File: src/rtl/serial_adder_ctrl.sv
// Bit-serial adder controller: one full adder walks WIDTH-bit operands LSB first.
// Optional subtract mode is enabled by defining SERIAL_ADDER_SUB_EN.

module serial_adder_fa (
  input  logic a,
  input  logic b,
  input  logic ci,
  output logic s,
  output logic co
);
  assign s  = a ^ b ^ ci;
  assign co = (a & b) | (ci & (a ^ b));
endmodule

module serial_adder_ctrl #(
  parameter int unsigned WIDTH = 8
) (
  input  logic             in_clk,
  input  logic             in_rst_n,
  input  logic             in_start,
  input  logic [WIDTH-1:0] in_a,
  input  logic [WIDTH-1:0] in_b,
  input  logic             in_ci,
`ifdef SERIAL_ADDER_SUB_EN
  input  logic             in_sub,
`endif
  output logic             out_busy,
  output logic             out_done,
  output logic [WIDTH-1:0] out_s,
  output logic             out_co
);

  localparam int unsigned CW = (WIDTH > 1) ? $clog2(WIDTH) : 1;

  typedef enum logic [1:0] {
    ST_IDLE = 2'd0,
    ST_RUN  = 2'd1,
    ST_DONE = 2'd2
  } state_t;

  state_t           state;
  state_t           state_nxt;
  logic [WIDTH-1:0] a_q;
  logic [WIDTH-1:0] b_q;
  logic [WIDTH-1:0] res_q;
  logic             carry_q;
  logic [CW-1:0]    cnt_q;
  logic             fa_s;
  logic             fa_co;
  logic             accept;
  logic             last_bit;
  logic             busy_nxt;
  logic             done_nxt;
  logic [WIDTH-1:0] b_load;
  logic             carry_load;

  assign accept   = (state == ST_IDLE) && in_start;
  assign last_bit = (state == ST_RUN) && (cnt_q == CW'(WIDTH - 1));

  // Subtraction is A + ~B + 1, so the B register and carry are preconditioned at capture.
`ifdef SERIAL_ADDER_SUB_EN
  assign b_load     = in_sub ? ~in_b : in_b;
  assign carry_load = in_sub ? 1'b1 : in_ci;
`else
  assign b_load     = in_b;
  assign carry_load = in_ci;
`endif

  serial_adder_fa u_fa (
    .a  (a_q[0]),
    .b  (b_q[0]),
    .ci (carry_q),
    .s  (fa_s),
    .co (fa_co)
  );

  always_ff @(posedge in_clk or negedge in_rst_n) begin
    if (!in_rst_n) state <= ST_IDLE;
    else           state <= state_nxt;
  end

  always_comb begin
    state_nxt = state;
    case (state)
      ST_IDLE: if (in_start) state_nxt = ST_RUN;
      ST_RUN:  if (last_bit) state_nxt = ST_DONE;
      ST_DONE: state_nxt = ST_IDLE;
      default: state_nxt = ST_IDLE;
    endcase
  end

  // Status flags are computed from the next state and registered below.
  always_comb begin
    busy_nxt = 1'b0;
    done_nxt = 1'b0;
    case (state_nxt)
      ST_RUN:  busy_nxt = 1'b1;
      ST_DONE: begin
        busy_nxt = 1'b1;
        done_nxt = 1'b1;
      end
      default: ;
    endcase
  end

  always_ff @(posedge in_clk or negedge in_rst_n) begin
    if (!in_rst_n) begin
      out_busy <= 1'b0;
      out_done <= 1'b0;
    end else begin
      out_busy <= busy_nxt;
      out_done <= done_nxt;
    end
  end

  // Datapath: capture, shift one bit per RUN cycle, publish only on the final bit.
  always_ff @(posedge in_clk or negedge in_rst_n) begin
    if (!in_rst_n) begin
      a_q     <= '0;
      b_q     <= '0;
      res_q   <= '0;
      carry_q <= 1'b0;
      cnt_q   <= '0;
      out_s   <= '0;
      out_co  <= 1'b0;
    end else if (accept) begin
      a_q     <= in_a;
      b_q     <= b_load;
      carry_q <= carry_load;
      cnt_q   <= '0;
    end else if (state == ST_RUN) begin
      a_q     <= a_q >> 1;
      b_q     <= b_q >> 1;
      res_q   <= {fa_s, res_q[WIDTH-1:1]};
      carry_q <= fa_co;
      cnt_q   <= cnt_q + CW'(1);
      if (last_bit) begin
        out_s  <= {fa_s, res_q[WIDTH-1:1]};
        out_co <= fa_co;
      end
    end
  end

endmodule

File: config.mk
export PLATFORM = sky130hd
export DESIGN_NAME = serial_adder_ctrl
export DESIGN_NICKNAME = d
export VERILOG_FILES = /design/src/rtl/serial_adder_ctrl.sv
export SDC_FILE = /design/constraint.sdc
export NUM_CORES = 1
export LEC_CHECK = 0
export CAP_MARGIN = 40
export CELL_PAD_IN_SITES_DETAIL_PLACEMENT = 0
export CELL_PAD_IN_SITES_GLOBAL_PLACEMENT = 2
export CORE_UTILIZATION = 30
export CTS_CLUSTER_DIAMETER = 120
export DETAILED_ROUTE_END_ITERATION = 10
export PLACE_DENSITY = 0.72
export SETUP_SLACK_MARGIN = 0.02
export SLEW_MARGIN = 40
export SYNTH_ARGS = -nofsm -noshare
export SYNTH_HDL_FRONTEND = slang
export SYNTH_SLANG_ARGS = --single-unit
File: constraint.sdc
create_clock -name in_clk -period 1.4 [get_ports in_clk]
set_input_delay 0.35 -clock in_clk [delete_from_list [all_inputs] [get_ports in_clk]]
set_output_delay 0.35 -clock in_clk [all_outputs]
set_load 0.1 [all_outputs]
Word-level counts from Yosys, hierarchy flattened
Index checks and enable logic that the tools add are counted. Widths: inputs -> output; s select.

Add/sub/neg operators: 1. Eq/ne operators: 4. Mux-type cells: 13. Bitwise gates (word level): 6. Reduce and logical (&&, ||, !) cells: 7.

Operators by type and width (count): $mux 8 (4); $mux 3 (2); $eq 2x1->1 const B (2); $mux 1 (4); $mux 2 (2); $pmux 2 s2 (1); $add 3x1->3 const B (1); $eq 3x3->1 const B (1); $reduce_and 3->1 (1); $and 1x1->1 (2); $eq 2x2->1 const B (1); $logic_and 1x1->1 (2); $logic_not 2->1 (1); $reduce_and 2->1 (1); $reduce_bool 2->1 (1); $reduce_or 2->1 (1); $xor 1x1->1 (2); $not 1->1 (1); $or 1x1->1 (1).

Flip-flop bits (word level): 41. Output and inout bits: 11. Logic and storage cells: 41.

Logic depth before layout (Yosys ltp)
Word-level depth: 7. Gate-level depth with buffers: 6. Mapped depth without buffers: 6.

Modules after synthesis
Synthesis repeated with hierarchy kept, for this count alone.

Cell total of the unflattened synthesis: 135. Area total of the unflattened synthesis: 1749.2 um^2.

Modules (own cells, without submodules): serial_adder_ctrl (times used 1, cells an instance 134, area an instance 1729.2 um^2, seq. area each 1001.0 um^2); serial_adder_fa (times used 1, cells an instance 1, area an instance 20.0 um^2, seq. area each 0.0 um^2).

Worst setup path before layout
Ideal clock, no wire load.

Kind: flip-flop to flip-flop. From: reg cnt_q[0]. To: reg out_busy. Setup time: 113 ps. Arrival time: 1303 ps. Required time: 1287 ps. Slack: -15 ps. Stages on the path, launching flop included: 6. Buffers on the path: 0. Period minus slack after synthesis: 1415 ps. Cell sequence: dfrtp_1 > ha_1 > ha_1 > a21o_1 > ha_1 > inv_1.

Word-level cells in the longest chain between the ends: 7. Elaborated cells on any way between the ends: 8. Those cells by class: 3 x eq/ne; 3 x mux; 2 x reduce/logical.

Ends and longest elaborated chain: start: declaration (line 47) `logic [CW-1:0] cnt_q;`; start signal: assignment (line 136) `cnt_q <= cnt_q + CW'(1);`; $eq 3x3->1 (*) (line 58) `assign last_bit = (state == ST_RUN) && (cnt_q == CW'(WIDTH - 1));`; $logic_and 1x1->1 (*) (line 58); $mux 2 (*) (line 86) `ST_RUN: if (last_bit) state_nxt = ST_DONE;`; $pmux 2 s2 (*) (line 84) `case (state)`; $eq 2x2->1 or $eq 2x1->1 (tied branches) (line 96) `case (state_nxt)`; $reduce_or 2->1 (no line) (*); $mux 1 (*) (line 96); via busy_nxt (line 52) `logic busy_nxt;`; end signal: assignment (line 111) `out_busy <= busy_nxt;`; end: declaration (line 27) `output logic out_busy,`.

Mark *: on every way through the listed nets, which the timed path passes. The rest lies on a longest branch. A chain may end at the register's enable or synchronous reset.

Worst setup path in the final report
From: reg cnt_q[1]. To: reg out_busy.

The elaborated chain is that of the path after synthesis.

==> qor_table.md <==
| Item | Reported | Unit |
|---|---|---|
| Number of antenna violations at the first check in global routing | 0 | - |
| Max frequency | 0.740 | GHz |
| Leading cell types in the layout, fill and taps excluded | sky130_fd_sc_hd__dfrtp_1, sky130_fd_sc_hd__nand2_1, sky130_fd_sc_hd__clkdlybuf4s50_1, sky130_fd_sc_hd__nor2_1 | - |
| Total of flip-flops plus latches after synthesis | 40 | - |
| Type of origin of the critical path | flip-flop | - |
| Largest net degree at the start of global routing | 41 | - |
| Syn Std Cell Area | 1750 | um^2 |
| Crit path time final | 1.35 | ns |
| Critical path type | reg -> reg | - |
| Synthesized net count | 175 | - |
| Post-DRT Antenna Nets | 0 | - |
| Headroom to the max-slew limit | 0.802 | - |
| Min-Delay Path Class | in -> async | - |
| Finished layout cell area | 2430 | um^2 |
| Final core utilization | 0.438 | - |
| Period Utilization, post-route | 0.965 | - |
| Start point of the critical path | cnt_q[1] | - |
| Count of standard-cell rows | 27 | - |
| Number of vias in the routed layout | 1,325 | - |
| Die Y | 78.3 | um |
| Met3 wirelength from detailed routing | 226 | um |
| Number of placed instances, taps included | 255 | - |
| H-tree level count | 2 | - |
| Average wire per cell in the routed design | 14.8 | um |
| Total inserted antenna cells | 0 | - |
| TritonCTS Sinks | 40 | - |
| Final max-slew violation count | 0 | - |
| Kind of capture point of the worst setup path | flip-flop | - |
| Die ar. | 6130 | um^2 |
| Worst EP arrival | 1.54 | ns |
| Number of global-route vias before repair | 1,369 | - |
| Floorplan core area | 5540 | um^2 |
| Hold bufs inserted after CTS | 0 | - |
| Total length of routed met2 wires | 1.96 | mm |
| Unrepaired setup endpoints after global routing | true | - |
| Buffer levels on the longest clock path | 2 | - |
| Fraction of final layout cells sized beyond drive strength 1 | 0.242 | - |
| Clock tree root driver cell | sky130_fd_sc_hd__clkbuf_8 | - |
| Endpoint required time on the critical path | 1.59 | ns |
| Count of endpoints failing setup in the final report | 0 | - |
| Grt total ovfl | 0 | - |
| Worst Max-Slew Pin Slew | 0.298 | ns |
| Top layer used by detailed routing | met4 | - |
| Filler cell count | 546 | - |
| Total number of yosys warnings | 0 | - |
| Area of placed instances | 2290 | um^2 |
| Wire length of the first global-routing pass | 6.73 | mm |
| Outcome | finished, final reports clean | - |
| Overall routed net length | 3.93 | mm |
| Area Growth Syn to Fin | 39.1 | % |
| DP HPWL | 2.56 | mm |
| Number of vias per cell after detailed routing | 4.98 | - |
| Fin Hold WS | 0.0254 | ns |
| Pwr dens | 2530 | nW/um^2 |
| VDD IR-drop max | 0.930 | mV |
| DRT Pass-1 Iters | 4 | - |
| Length of routed wiring on met1 | 1.68 | mm |
| Most frequent standard cell in the layout excluding fill and tap cells | sky130_fd_sc_hd__dfrtp_1 | - |
| Initial Utilization | 0.315 | - |
| Die Width | 78.3 | um |
| I/O pin count | 31 | - |
| Overall routing resource usage | 0.144 | - |
| Minimum setup slack among reg-to-reg paths | 0.05 | ns |
| Post-synthesis instance total | 151 | - |
| Delay of the slowest critical-path stage | 0.39 | ns |
| Num CTS Buffers | 5 | - |
| Clock transition at path regs | 0.07 | ns |
| Count of distinct cell types in the synthesized netlist | 24 | - |
| Port Buffers | 30 | - |
| Final GP Congestion | 0.736 | - |
| Worst-Skew Late Latency | 0.29 | ns |
| Proportion of synthesized chip area in sequential cells | 0.573 | - |
| CTS tree | done | - |
| Non-filler instance count after layout | 266 | - |
| Detailed router's first-iteration violation count | 56 | - |
| Number of hold violations in the final report | 0 | - |
| Total of max-cap violations | 0 | - |
| Sum of negative setup slack | 0 | ns |
| Ordered cell list for the critical path | ha_2 > ha_4 > a21o_1 > ha_1 > inv_1 | - |
| Startpoint of the lowest-slack register-to-register path | cnt_q[1] | - |
| Cell at the slowest stage of the critical path | sky130_fd_sc_hd__dfrtp_1 | - |
| Leak | 1.10 | nW |
| Post-route DRC | 0 | - |
| Final clock skew | 0.00710 | ns |
| NumNets Final | 217 | - |
| Max Fanout on Critical Path | 4 | - |
| Avg Inst Size Synth | 11.6 | um^2 |
## power breakdown
part	switching [W]	internal (W)
clock network	0.000380	0.000402
logic	0.00183	0.00138
registers	0.000462	0.00168
## kinds of logic (layout without fill, tap and decap cells)
logic type / Yosys count / count (layout) / synth area share
buf+inv: 12 / 54 / 0.0344
mux: 9 / 9 / 0.0774
flops: 40 / 40 / 0.573
simple gates: 46 / 47 / 0.118
compound gates: 40 / 40 / 0.163
fa+ha+maj: 4 / 4 / 0.0330
## timing repair
action                                  CTS  global route
gates resized for setup                   2             2
pin swaps                                 0             3
setup buffers                             0             2
endpoints found under the setup margin    8            18
cloned                                    0             1
## Yosys cell counts
cell                       number  share of area
sky130_fd_sc_hd__fa_1           1          0.011
sky130_fd_sc_hd__a22o_1         2          0.010
sky130_fd_sc_hd__clkbuf_1       2         0.0043
sky130_fd_sc_hd__o32ai_1       15          0.075
sky130_fd_sc_hd__mux2_4         9          0.077
sky130_fd_sc_hd__nand2b_1       1         0.0036
sky130_fd_sc_hd__inv_1          2         0.0043
sky130_fd_sc_hd__nand2b_2       1         0.0050
sky130_fd_sc_hd__o21ai_1        5          0.014
sky130_fd_sc_hd__dfrtp_1       40           0.57
sky130_fd_sc_hd__a21o_1         1         0.0043
sky130_fd_sc_hd__buf_2          6          0.017
sky130_fd_sc_hd__a21oi_1        1         0.0029
sky130_fd_sc_hd__o22ai_1       15          0.054
sky130_fd_sc_hd__ha_1           3          0.022
sky130_fd_sc_hd__nor2b_2        1         0.0050
sky130_fd_sc_hd__or2_1          1         0.0036
sky130_fd_sc_hd__buf_6          1         0.0065
sky130_fd_sc_hd__nand2_8        1          0.011
sky130_fd_sc_hd__nand2_1       24          0.052
sky130_fd_sc_hd__nor2b_1        1         0.0036
sky130_fd_sc_hd__nor2_1        16          0.034
sky130_fd_sc_hd__o21ai_0        1         0.0029
sky130_fd_sc_hd__inv_2          1         0.0021
## registers in the layout, indices dropped and copies added, names as in the netlist
register  count
a_q           8
b_q           8
out_s         8
res_q         7
cnt_q         3
state         2
carry_q       1
out_busy      1
out_co        1
out_done      1
## area by class of cell
class                           instances  area, um^2  share of cell area
Clock buffer                            8        90.1              0.0371
Inverter                                3        11.3             0.00464
Sequential cell                        40        1000               0.412
Timing Repair Buffer                   43         515               0.212
Tap cell                               72        90.1              0.0371
Multi-Input combinational cell        100         721               0.297
## path summary, 6_finish.rpt
kind,cells after the start,to
setup / recovery,5,out_busy
hold / removal,2,carry_q
setup reg to reg,5,out_busy
hold reg to reg,2,res_q[1]
max in group asynchronous,2,out_s[4]
min in group in_clk,2,res_q[1]
## worst max-delay path, delay by kind of cell (launching register included)
family	cells	cell delay, ns
flip-flops	1	0.39
buffers and inverters	1	0.03
adder cells (fa/ha/maj)	3	0.66
AO/OA/AOI/OAI	1	0.17
## stage by stage
stage                     total power, W  setup slack, ns
after CTS                        0.00613           0.0230
after floorplan                  0.00416           0.0453
after detailed placement         0.00530           -0.268
after global placement           0.00517           -0.209
after global routing             0.00655          0.00826
final                            0.00614           0.0489
## metal layers
metal  up-vias  track usage
li1        630            -
met1       653        0.172
met2        35        0.236
met3         7       0.0477
met4         0       0.0611
met5         -            0
Note: power is estimated with default switching activity, not from simulation.
